$ cat src/rtl/fft_pkg.sv
// fft_pkg: shared FFT framing defaults and the bit-reversal index helper.
package fft_pkg;
  localparam int FFT_N = 8;
  localparam int FFT_NUM_SIZE = 32;
  function automatic int unsigned bit_reverse(input int unsigned k, input int unsigned bits);
    int unsigned r;
    r = 0;
    for (int unsigned i = 0; i < bits; i++) r = (r << 1) | ((k >> i) & 1);
    return r;
  endfunction
endpackage

$ cat src/rtl/fft_frame_bank.sv
// fft_frame_bank: one N x NUM_SIZE sample bank with slot-addressed writes,
// a flattened read port and asynchronous clear.
module fft_frame_bank #(
  parameter int N = 8,
  parameter int NUM_SIZE = 32,
  localparam int AW = $clog2(N)
) (
  input  logic                  clk,
  input  logic                  rst_n,
  input  logic                  i_we,
  input  logic [AW-1:0]         i_addr,
  input  logic [NUM_SIZE-1:0]   i_data,
  output logic [N*NUM_SIZE-1:0] o_data
);
  logic [N-1:0][NUM_SIZE-1:0] r_mem;
  always_ff @(posedge clk or negedge rst_n)
    if (!rst_n) r_mem <= '0;
    else if (i_we) r_mem[i_addr] <= i_data;
  assign o_data = r_mem;
endmodule

$ cat src/rtl/fft_input_framer.sv
// fft_input_framer: ping-pong framer collecting N samples per frame for an FFT.
// Define FFT_INPUT_FRAMER_BITREV_EN to store frames in bit-reversed slot order.
module fft_input_framer import fft_pkg::*; #(
  parameter int N = FFT_N,
  parameter int NUM_SIZE = FFT_NUM_SIZE,
  localparam int AW = $clog2(N)
) (
  input  logic                  clk,
  input  logic                  rst_n,
  input  logic                  in_valid,
  output logic                  in_ready,
  input  logic [NUM_SIZE-1:0]   in_data,
  input  logic                  in_last,
  output logic                  out_valid,
  input  logic                  out_ready,
  output logic [N*NUM_SIZE-1:0] out_data,
  output logic                  frame_err
);
  logic [1:0]           r_full;
  logic                 r_wr_bank;
  logic                 r_rd_bank;
  logic [AW-1:0]        r_wr_cnt;
  logic                 r_frame_err;
  logic [1:0]           w_full_nxt;
  logic                 w_acc, w_end, w_short, w_done, w_rel, w_we;
  logic [AW-1:0]        w_addr;
  logic [N*NUM_SIZE-1:0] w_d0, w_d1;
  assign in_ready  = !r_full[r_wr_bank];
  assign out_valid = r_full[r_rd_bank];
  assign out_data  = r_rd_bank ? w_d1 : w_d0;
  assign frame_err = r_frame_err;
  assign w_acc   = in_valid && in_ready;
  assign w_end   = r_wr_cnt == AW'(N - 1);
  assign w_done  = w_acc && w_end;
  // A premature in_last drops its own sample and restarts the frame.
  assign w_short = w_acc && in_last && !w_end;
  assign w_we    = w_acc && !w_short;
  assign w_rel   = out_valid && out_ready;
`ifdef FFT_INPUT_FRAMER_BITREV_EN
  assign w_addr = AW'(bit_reverse(32'(r_wr_cnt), AW));
`else
  assign w_addr = r_wr_cnt;
`endif
  always_comb begin
    w_full_nxt = r_full;
    if (w_done) w_full_nxt[r_wr_bank] = 1'b1;
    if (w_rel) w_full_nxt[r_rd_bank] = 1'b0;
  end
  always_ff @(posedge clk or negedge rst_n)
    if (!rst_n) begin
      r_full      <= '0;
      r_wr_bank   <= 1'b0;
      r_rd_bank   <= 1'b0;
      r_wr_cnt    <= '0;
      r_frame_err <= 1'b0;
    end else begin
      r_full      <= w_full_nxt;
      r_wr_bank   <= r_wr_bank ^ w_done;
      r_rd_bank   <= r_rd_bank ^ w_rel;
      r_wr_cnt    <= (w_done || w_short) ? '0 : w_acc ? r_wr_cnt + 1'b1 : r_wr_cnt;
      r_frame_err <= w_short;
    end
  fft_frame_bank #(.N(N), .NUM_SIZE(NUM_SIZE)) u_bank0 (
    .clk(clk), .rst_n(rst_n), .i_we(w_we && !r_wr_bank), .i_addr(w_addr),
    .i_data(in_data), .o_data(w_d0)
  );
  fft_frame_bank #(.N(N), .NUM_SIZE(NUM_SIZE)) u_bank1 (
    .clk(clk), .rst_n(rst_n), .i_we(w_we && r_wr_bank), .i_addr(w_addr),
    .i_data(in_data), .o_data(w_d1)
  );
endmodule

$ cat config.mk
export PLATFORM = sky130hd
export DESIGN_NAME = fft_input_framer
export DESIGN_NICKNAME = d
export VERILOG_FILES = /design/src/rtl/fft_pkg.sv /design/src/rtl/fft_frame_bank.sv /design/src/rtl/fft_input_framer.sv
export SDC_FILE = /design/constraint.sdc
export NUM_CORES = 1
export LEC_CHECK = 0
export BUFFER_PORTS_ARGS = -buffer_cell sky130_fd_sc_hd__buf_2
export CAP_MARGIN = 20
export CORE_MARGIN = 3
export CORE_UTILIZATION = 43
export CTS_CLUSTER_DIAMETER = 200
export DETAILED_ROUTE_END_ITERATION = 7
export PLACE_DENSITY = 0.69
export RECOVER_POWER = 25
export SYNTH_ARGS = -nofsm -noshare
export SYNTH_HDL_FRONTEND = slang
export SYNTH_HIERARCHICAL = 1
export SYNTH_SLANG_ARGS = --single-unit
export TNS_END_PERCENT = 10
$ cat constraint.sdc
create_clock -name clk -period 2.7 [get_ports clk]
set_input_delay 0.27 -clock clk [delete_from_list [all_inputs] [get_ports clk]]
set_output_delay 0.27 -clock clk [all_outputs]
set_load 0.02 [all_outputs]
==> metrics.cfg <==
[power]
powerDensity_nw_per_um2=1060
ir_worst_vdd_uv=587
power_leakage_uw=0.0139

[clocking]
htree_levels=2
cts_buffers=55
postCtsSetupBuffers=0
cts_sinks=520
insertion_delay_ns=0.60
cts.reportedPaths.clkPinSlew_ns=0.06
cts-root-buf=clkbuf_16
cts_tree=yes
ctsLongestPathBuffers=3

[final_layout]
area_delta_synth_final_pct=18.2
n_antenna_cell=0
fin_area_um2=26900
final_cells=2462
final_nets=1781
drive_gt1_share_pct=65.5
fillers=4331

[logic_synthesis]
synthCells=1420
synth-seq-area-share_pct=57.1
syn_nets=1459
ys_seq_elements=520
syn_area_per_cell_um2=16.0
synth_cell_types=24
syn_area_um2=22800
yosysWarnings=6

[grt]
grtUsageMet1_pct=28.2
grt_usage_pct=20.4
grt_max_degree=94
grtUsageMet3_pct=4.09
antenna_found_initial=0
grt_use_met2_pct=32.9
overflow=0
grt_pass1_vias=14100
grt.busiest_layer=met2
grt_pass1_wl_mm=87.6

[sta]
fin_crit_ns=2.57
setup_slack_ns=0.130
clock.fmax_mhz=389
setup_violations=0
final_max_slew_viol_count=71
max_slew_margin_pct=-15.3
rsz0062_at_grt=false
worstMarginPinSlew_ns=1.73
tns_ns=0
fin_skew_ns=0.0167
final.period_utilization_pct=95.2
hold_viol=0

[detailed_routing]
drt_iter0_markers=607
num_vias=13200
drc=0
wl_per_cell_um=23.4
drt-total-wl_mm=57.6
ant_nets=0
viasPerCell=5.35
drt_first_pass_iters=4

[worst_hold_path]
hp-class=in -> async

[floorplan]
core_um2=51800
start_util_pct=44.0
rows=83
die_y_um=236
dieArea_um2=55800
num_io_pins=296
die_w_um=236

[critical_path]
cp_data_arrival_time_ns=2.30
worstPathRequired_ns=2.43
cp_max_fo=25
critPathLaunchType=flop
crit_path_end_kind=output pin
path_class=reg -> out

[placed_design]
place.port_buffers=295
gp_congestion=0.768
dpl.cell_count=2361
place_area_um2=25200
dp_hpwl_mm=37.6
pre_cts_ws_ns=0.177

[run]
cap_viol_max_count=1

[run_status]
violations=max-capacitance violations, max-slew violations
status=finished, violations left

## critical path: stages (launching register included)
cell	delay, ns
dfrtp_4	0.58
buf_12	0.24
buf_4	0.26
mux2_2	0.42
buf_2	0.18
## metal layers
layer  share of wire [%]  up-vias
met5                   0        -
li1                    -     5783
met1                  45     7033
met3                 5.1       86
met2                  47      282
met4                 2.5        0
## path summary, 6_finish.rpt
check                                    from                  end  slack, ns  cells after the start
hold reg to reg            u_bank1/o_data[13]   u_bank1/o_data[13]       0.48                      1
hold / removal                          rst_n            frame_err       0.13                      2
min in group clk                   in_data[0]  u_bank0/o_data[128]       0.16                      2
setup reg to reg                  r_wr_cnt[0]   u_bank1/o_data[29]       0.16                      7
max in group asynchronous               rst_n  u_bank1/o_data[239]       0.58                      3
setup / recovery                    r_rd_bank        out_data[192]       0.13                      4
## layout make-up
type | count | area [um^2] | share of cell area (%)
multi-input combinational | 809 | 9120 | 33.9
tap | 680 | 851 | 3.16
clock inverter | 17 | 184 | 0.683
timing repair buffer | 356 | 2140 | 7.96
clock buffer | 80 | 1600 | 5.95
sequential | 520 | 13000 | 48.4
## power breakdown
group	total [uW]	switching (uW)	internal [uW]
logic	10000	5380	4650
registers	11000	1050	9920
clock network	7440	3060	4390
total	28500	9490	19000
## placed cells by master (no fill, tap or decap), types with 2 or more instances in the layout
cell / Yosys / final
mux2_2: 719 / 719
nor2_1: 2 / 2
dlygate4sd3_1: 0 / 4
bufinv_16: 0 / 3
nor3b_1: 3 / 3
clkbuf_16: 0 / 56
dfrtp_1: 520 / 519
mux2_4: 3 / 3
clkbuf_8: 0 / 11
buf_2: 46 / 294
clkbuf_4: 0 / 3
nand4_1: 2 / 2
clkbuf_2: 0 / 2
nand2_1: 2 / 2
buf_12: 0 / 16
buf_4: 0 / 32
clkbuf_1: 0 / 16
mux2_1: 50 / 50
nor4b_4: 2 / 2
a31oi_1: 3 / 3
nor4bb_4: 0 / 6
nand4b_1: 6 / 6
clkinv_2: 0 / 10
ha_1: 2 / 2
## synthesized netlist by cell type
cell type	instances	share of area, %
nor4bb_1	6	0.26
nand2_1	2	0.033
nand4b_1	6	0.23
a21oi_1	1	0.022
buf_2	46	1.0
o22a_1	1	0.038
nand4_1	2	0.055
ha_1	2	0.11
nand2_2	1	0.027
o31ai_1	1	0.033
mux2i_2	1	0.060
a31oi_1	3	0.082
mux2_2	719	36
nand2b_1	1	0.027
dfrtp_1	520	57
nor4b_4	2	0.21
and4_2	1	0.044
o21ai_0	1	0.022
mux2_4	3	0.20
mux2_1	50	2.5
nor3_1	1	0.022
nor2_1	2	0.033
buf_6	45	2.2
nor3b_1	3	0.099
## per-stage QoR
stage	hold WS [ns]	power, uW	util, %
3_5_place_dp	0.182	21200	48.6
2_1_floorplan	-0.0256	18000	-
6_report	0.128	28500	51.9
3_3_place_gp	0.180	21000	48.6
5_1_grt	0.135	29900	51.9
4_1_cts	0.127	28800	52.1
## repair_timing
item / 4_1_cts / 5_1_grt
resized for setup: 0 / 1
setup endpoints to repair: 0 / 5
hold endpoints to repair: 225 / 0
hold buffers: 4 / 0
## state kept, by name, indices dropped and copies added, names as in the netlist
name,cells
u_bank0/o_data,256
u_bank1/o_data,256
r_wr_bank,1
r_wr_cnt,3
r_full,2
r_rd_bank,1
frame_err,1
## cells by family (layout without fill, tap and decap cells)
group | Yosys count | in the layout | synth area share, %
compound gates | 7 | 7 | 0.198
fa+ha+maj | 2 | 2 | 0.110
buf+inv | 91 | 453 | 3.24
flops | 520 | 520 | 57.1
mux | 773 | 773 | 38.3
simple gates | 27 | 27 | 1.04
(Power assumes the default switching activity.)
